## src/rtl/counter_seq_ctrl.sv

```systemverilog
// Command sequencer for the MOD-14 up/down counter. It freezes the counter between commands
// by reloading a shadow count, and it flags any divergence between the counter and that shadow.
module counter_seq_ctrl #(
  parameter int MOD   = 14,
  parameter int CNT_W = 4,
  parameter int LEN_W = 8
) (
  input  logic             clock,
  input  logic             rest,
  input  logic             cmd_valid,
  output logic             cmd_ready,
  input  logic [1:0]       cmd_op,
  input  logic [CNT_W-1:0] cmd_data,
  input  logic [LEN_W-1:0] cmd_len,
  output logic [CNT_W-1:0] cnt_data_in,
  output logic             cnt_load,
  output logic             cnt_mode,
  output logic             cnt_rest,
  input  logic [CNT_W-1:0] cnt_data_out,
  output logic [CNT_W-1:0] count_val,
  output logic             busy,
  output logic             done,
  output logic             wrap,
  output logic             err_cmd,
  output logic             err_mismatch
);

  typedef enum logic {IDLE, COUNT} state_t;

  localparam logic [1:0]       OP_LOAD  = 2'b00;
  localparam logic [1:0]       OP_UP    = 2'b01;
  localparam logic [1:0]       OP_DOWN  = 2'b10;
  localparam logic [1:0]       OP_CLEAR = 2'b11;
  localparam logic [CNT_W-1:0] MAX_VAL  = CNT_W'(MOD - 1);
  localparam logic [CNT_W:0]   MOD_EXT  = (CNT_W + 1)'(MOD);

  state_t             state;
  logic [CNT_W-1:0]   shadow;
  logic [LEN_W-1:0]   remaining;
  logic               dir;
  logic               armed;

  logic               accept;
  logic               is_count_op;
  logic               load_over;
  logic [CNT_W-1:0]   load_val;
  logic               step_en;
  logic               step_up;
  logic               step_wrap;
  logic [CNT_W-1:0]   step_next;

  assign cmd_ready   = rest & (state == IDLE);
  assign accept      = cmd_valid & cmd_ready;
  assign is_count_op = (cmd_op == OP_UP) || (cmd_op == OP_DOWN);
  assign load_over   = {1'b0, cmd_data} >= MOD_EXT;
  assign load_val    = load_over ? MAX_VAL : cmd_data;

  // The acceptance cycle of a non-empty UP/DOWN already counts one step.
  assign step_en   = (state == COUNT) || (accept && is_count_op && (cmd_len != '0));
  assign step_up   = (state == COUNT) ? dir : (cmd_op == OP_UP);
  assign step_wrap = step_up ? (shadow == MAX_VAL) : (shadow == '0);

  always_comb begin
    step_next = shadow;
    if (step_up)
      step_next = step_wrap ? '0 : shadow + CNT_W'(1);
    else
      step_next = step_wrap ? MAX_VAL : shadow - CNT_W'(1);
  end

  // Counter drive is combinational so the counter moves on the same edge as the shadow.
  always_comb begin
    cnt_data_in = shadow;
    cnt_load    = 1'b1;
    cnt_mode    = dir;
    cnt_rest    = rest & ~(accept && (cmd_op == OP_CLEAR));
    if (state == COUNT) begin
      cnt_load = 1'b0;
    end else if (accept) begin
      case (cmd_op)
        OP_LOAD:  cnt_data_in = load_val;
        OP_CLEAR: cnt_load    = 1'b0;
        default: begin
          if (cmd_len != '0) begin
            cnt_load = 1'b0;
            cnt_mode = (cmd_op == OP_UP);
          end
        end
      endcase
    end
  end

  always_ff @(posedge clock) begin
    if (!rest) begin
      state        <= IDLE;
      shadow       <= '0;
      remaining    <= '0;
      dir          <= 1'b0;
      armed        <= 1'b0;
      done         <= 1'b0;
      wrap         <= 1'b0;
      err_cmd      <= 1'b0;
      err_mismatch <= 1'b0;
    end else begin
      done    <= 1'b0;
      wrap    <= 1'b0;
      err_cmd <= 1'b0;
      armed   <= 1'b1;
      if (armed && (cnt_data_out != shadow))
        err_mismatch <= 1'b1;
      if (step_en) begin
        shadow <= step_next;
        wrap   <= step_wrap;
      end
      case (state)
        IDLE: begin
          if (accept) begin
            case (cmd_op)
              OP_LOAD: begin
                shadow  <= load_val;
                err_cmd <= load_over;
                done    <= 1'b1;
              end
              OP_CLEAR: begin
                shadow <= '0;
                done   <= 1'b1;
              end
              default: begin
                if (cmd_len == '0) begin
                  done <= 1'b1;
                end else begin
                  remaining <= cmd_len - LEN_W'(1);
                  dir       <= (cmd_op == OP_UP);
                  if (cmd_len != LEN_W'(1))
                    state <= COUNT;
                  else
                    done <= 1'b1;
                end
              end
            endcase
          end
        end
        COUNT: begin
          // Leaving on remaining<=1 keeps the down-count from ever wrapping below zero.
          if (remaining <= LEN_W'(1)) begin
            remaining <= '0;
            state     <= IDLE;
            done      <= 1'b1;
          end else begin
            remaining <= remaining - LEN_W'(1);
          end
        end
        default: state <= IDLE;
      endcase
    end
  end

  assign count_val = shadow;
  assign busy      = (state == COUNT);

endmodule

```

## config.mk

```make
export PLATFORM = sky130hd
export DESIGN_NAME = counter_seq_ctrl
export DESIGN_NICKNAME = d
export VERILOG_FILES = /design/src/rtl/counter_seq_ctrl.sv
export SDC_FILE = /design/constraint.sdc
export NUM_CORES = 1
export LEC_CHECK = 0
export CORE_ASPECT_RATIO = 0.5
export CORE_MARGIN = 2
export CORE_UTILIZATION = 49
export DETAILED_ROUTE_END_ITERATION = 7
export GPL_TIMING_DRIVEN = 0
export PLACE_DENSITY = 0.81
export SYNTH_ARGS = -nofsm -noshare
export SYNTH_HDL_FRONTEND = slang
export SYNTH_SLANG_ARGS = --single-unit
```

## constraint.sdc

```tcl
create_clock -name clock -period 2.6 [get_ports clock]
set_clock_uncertainty 0.1 [all_clocks]
set_input_delay 0.52 -clock clock [delete_from_list [all_inputs] [get_ports clock]]
set_output_delay 0.52 -clock clock [all_outputs]
set_load 0.1 [all_outputs]
```

# Word level (Yosys, flattened, before mapping)
# Cells that the tools add are included.
# word_totals
regBits	19
elab_cells	88
# classes
addsub	4
magnitude_cmp	2
eq_ne	9
muxes	39
n_bitwise	10
n_reduce_logical	15
# ops
operator	count
$mux W4	10
$mux W8	4
$mux W1	20
$pmux W8 S2	1
$sub A8 B1 Y8 const B	2
$le A8 B1 Y1 const B	1
$logic_not A8 Y1	1
$ne A8 B1 Y1 const B	1
$pmux W4 S2	1
$reduce_bool A8 Y1	1
$not A1 Y1	7
$ne A2 B2 Y1 const B	3
$pmux W1 S2	3
$add A4 B1 Y4 const B	1
$eq A2 B2 Y1 const B	2
$eq A4 B4 Y1 const B	1
$ge A4 B4 Y1 const B	1
$logic_and A1 B1 Y1	4
$logic_not A4 Y1	1
$ne A4 B4 Y1	1
$reduce_and A4 Y1	1
$reduce_or A4 Y1	1
$sub A4 B1 Y4 const B	1
$and A1 B1 Y1	3
other kinds (6)	7

# Depth between registers and ports, before layout
# depth
ltp_word	10
ltp_mapped	8
depth_no_buf	7

# Worst setup path after synthesis
# OpenSTA, ideal clock, no wires.
# synth_timing
path_type	register to output
from	register state, in the netlist busy
to	output cnt_data_in[0]
arrival_ps	3583
required_time_ps	1980
slack_ps	-1603
path_stages_with_launch	5
path_cell_list	dfxtp_1 > buf_2 > nor2b_1 > nand3_1 > o21ai_0
# synth_between
elab_chain_len	5
# synth_lines
item	line_no	rtl
start: declaration	37	state_t state;
start signal: assignment	95	state <= IDLE;
start signal: assignment	135	state <= COUNT;
start signal: assignment	147	state <= IDLE;
$not A1 Y1 (no line)	--	
$and A1 B1 Y1	52	assign cmd_ready = rest & (state == IDLE);
$and A1 B1 Y1	53	assign accept = cmd_valid & cmd_ready;
$mux W4	79	end else if (accept) begin
$mux W4 (*)	77	if (state == COUNT) begin
end: declaration	15	output logic [CNT_W-1:0] cnt_data_in,
# Mark *: on every way between the ends. The rest lies on a longest branch, timed or not.

# Worst setup path in the final report
# layout_timing
from	input cmd_op[0]
to	output cnt_mode
# layout_between
elab_chain_len	5
# layout_lines
item	line_no	rtl
start: declaration	12	input logic [1:0] cmd_op,
$eq A2 B1 Y1, or another cell as far along	86	cnt_mode = (cmd_op == OP_UP);
$mux W1 or $reduce_or A2 Y1 (tied branches)	--	
$mux W1 (*)	80	case (cmd_op)
$mux W1 (*)	79	
$mux W1 (*)	77	
end: declaration	17	output logic cnt_mode,
# Marked as above.

==> results.txt <==
status: complete, no violations
Fin. Hold Viols: 0
wire per inst: 17.0 um
WP buf/inv: 3
Period minus WS final: 2.54 ns
Final GP Congestion: 0.887
syn avg cell area: 8.08 um^2
die width: 83.2 um
vias in the first global route: 1554
Die H: 43.6 um
Total GRT Usage: 24.8%
crit path to: cnt_mode
area growth from synthesis to layout: 50.7%
initial core utilization: 51.3%
CTS max path bufs: 2
antenna violations before repair: 0
Reg2Reg Capture Point: remaining[2]
CP startpoint: cmd_op[0]
CP max FO: 4
Clk pin slew, worst setup/hold paths: 0.08 ns
CP Depth: 7
row cnt: 14
gr ovfl total: 0
Max-slew headroom: 35.0%
Initial DRC Count: 121
cell leakage power: 0.949 nW
final WL: 4890 um
RSZ-0062 raised after global routing: false
final worst-path cycle share: 97.8%
ant diodes: 0
fmax: 393 MHz
worst path required time: 1.98 ns
Setup-failing EPs final: 0
Final Max Slew Viols: 0
R2R cell count: 7
worst-skew pair later-pin latency: 0.27 ns
largest net degree at the start of global routing: 12
Placed Cells: 267
Antenna Violating Nets Remaining: 0
layout cell share with drive strength beyond 1: 29.0%
Critical Path Sink Type: output pin
fin nets: 280
CTS root buf: clkbuf_8
number of synthesized flops with an enable pin: 0
Overall Power: 1.30 mW
Peak VDD IR: 0.409 mV
Seq/Total Area, Yosys: 24.8%
hold bufs inserted after CTS: 0
Setup Crit Path Kind: in -> out
total CTS buffers: 3
CP Data Arrival Time: 1.92 ns
CP peak stage delay: 0.34 ns
count of TritonRoute iterations in the first routing pass: 4
Filler Cell Count: 188
r2r startpoint: remaining[0]
Async SR Flop Fraction: 0%
R2R Setup Slk: 0.57 ns
Cell variety after synth: 56
critical path's slowest cell: mux2_4
Top delay family on crit path: buffers and inverters
CP Cell Sequence: clkdlybuf4s15_1, inv_1, ha_4, nand3_2, a21oi_4, mux2_4, buf_12
CTS tree: yes
syn_nets: 221
vias per cell: 6.10
Fin Hold WS: 0.387 ns
H-tree levels: 1
clk sink count: 19
port bufs: 37
total of max-cap violations: 0
first-pass GRT wire length: 7200 um
worst-margin pin slew: 0.972 ns
core area: 3000 um^2
die area: 3620 um^2
# DRC: 0
pwr dens: 564 nW/um^2
Setup crit start kind: input port
synthesized cell area: 1540 um^2
routed via count: 1757
Yosys reg bits: 19
Synth Instances: 190
top_reg_cell synth: dfxtp_1
I/O pin count: 38
Syn. warnings: 0
hpwl dp: 3000 um
Hold/Removal Path Class: reg -> reg
Post-Layout Cell Count: 288
[sequential cells by signal (all words and copies together) (netlist names)]
signal        count
busy              1
err_cmd           1
remaining         8
armed             1
done              1
err_mismatch      1
count_val         4
wrap              1
dir               1
[metrics by stage]
| step | TNS [ns] | utilization [%] | area, um^2 | worst slack, ns |
|---|---|---|---|---|
| 5_1_grt | 0 | 77.2 | 2310 | 0.00361 |
| 4_1_cts | 0 | 73.6 | 2200 | 0.000953 |
| 2_1_floorplan | -0.226 | - | 1600 | -0.226 |
| 3_3_place_gp | -9.55 | 67.4 | 2020 | -1.31 |
| 6_report | 0 | 77.2 | 2310 | 0.0571 |
| 3_5_place_dp | -10.22 | 67.4 | 2020 | -1.35 |
[placed cells by master (no fill, tap or decap), types with 3 or more instances in the layout]
master	synthesis	final
a211oi_1	3	3
o21ai_4	0	3
and2_1	3	3
o22ai_1	3	3
inv_1	12	9
inv_2	1	4
buf_8	0	3
nand3_1	8	6
clkdlybuf4s50_1	0	17
nor2_1	12	11
xnor2_1	6	6
dlygate4sd2_1	0	5
nand2_1	10	8
nor3_1	5	5
dfxtp_1	19	18
clkbuf_8	0	3
nor2b_1	5	3
ha_1	10	8
dlymetal6s2s_1	0	4
a31oi_1	3	3
buf_4	0	19
clkdlybuf4s15_1	0	3
o21ai_0	12	8
o31ai_1	4	4
a21oi_1	13	12
o21ai_1	7	7
buf_2	6	6
[tightest hold or removal path, delay by kind of cell (launching register included)]
family	cells	cell delay, ns
flip-flops	1	0.31
AO/OA/AOI/OAI	1	0.05
AND/OR/NAND/NOR	1	0.09
[routing by layer]
layer	wire length [um]	track usage, %
met1	2050	30.0
met2	2370	46.1
met3	330	5.52
met4	140	5.90
met5	0	0
[area by class of cell]
| type | instances | area, um^2 | share of cell area (%) |
|---|---|---|---|
| well taps | 40 | 50.0 | 2.16 |
| repair buffers | 54 | 531 | 22.9 |
| inverters | 13 | 48.8 | 2.11 |
| multi-input cells | 149 | 1200 | 52.0 |
| flip-flops and latches | 19 | 382 | 16.5 |
| plain buffers | 9 | 52.6 | 2.27 |
| clock buffers | 3 | 41.3 | 1.78 |
| clock inverters | 1 | 5.00 | 0.216 |
[report_power, final]
part	internal [mW]	switching (mW)	total (mW)
registers	0.321	0.0305	0.352
logic	0.258	0.474	0.732
clock network	0.107	0.113	0.220
[what timing repair did]
action                     4_1_cts  5_1_grt
setup endpoints to repair        8        8
buffers inserted                 9        8
gates resized for setup         79       20
cloned                           0        0
pin swaps                        3        5
[cells in the mapped netlist (2+ instances only)]
library cell / instances / share of area [%]
xnor2_1: 6 / 3.4
o32ai_1: 2 / 1.1
and2_1: 3 / 1.2
clkbuf_1: 3 / 0.73
inv_1: 12 / 2.9
a31oi_1: 3 / 1.2
dfxtp_1: 19 / 25
xor2_1: 2 / 1.1
a21o_1: 2 / 0.98
buf_2: 6 / 2.0
nand2_1: 10 / 2.4
nor4b_1: 2 / 1.1
or4_1: 2 / 0.98
o21ai_0: 12 / 3.9
a22oi_1: 2 / 0.98
ha_1: 10 / 8.1
nor4_4: 2 / 2.8
o21ai_1: 7 / 2.3
nor2_1: 12 / 2.9
o31ai_1: 4 / 2.0
a21oi_1: 13 / 4.2
or4_4: 2 / 1.5
nor3_1: 5 / 1.6
nor2b_1: 5 / 2.0
a211oi_1: 3 / 1.5
o211ai_1: 2 / 0.98
o22ai_1: 3 / 1.2
nand3_1: 8 / 2.6
[logic make-up (layout without fill, tap and decap cells)]
| group | Yosys count | in the layout | synth area share, % |
|---|---|---|---|
| xor+xnor | 8 | 8 | 4.56 |
| mux | 3 | 3 | 2.12 |
| buf+inv | 22 | 80 | 5.87 |
| fa+ha+maj | 10 | 10 | 8.15 |
| simple gates | 60 | 60 | 23.8 |
| flops | 19 | 19 | 24.8 |
| compound gates | 68 | 68 | 30.7 |
[worst min-delay path by stage]
stage                      start      endpoint  slack, ns  cells after the start
finish                     armed  err_mismatch       0.39                      2
global route        remaining[6]  remaining[6]       0.42                      2
CTS                        armed  err_mismatch       0.39                      2
detailed placement         armed  err_mismatch       0.37                      2
global placement           armed  err_mismatch       0.36                      2
floorplan                  armed  err_mismatch       0.36                      2
Note: power is estimated with default switching activity, not from simulation.
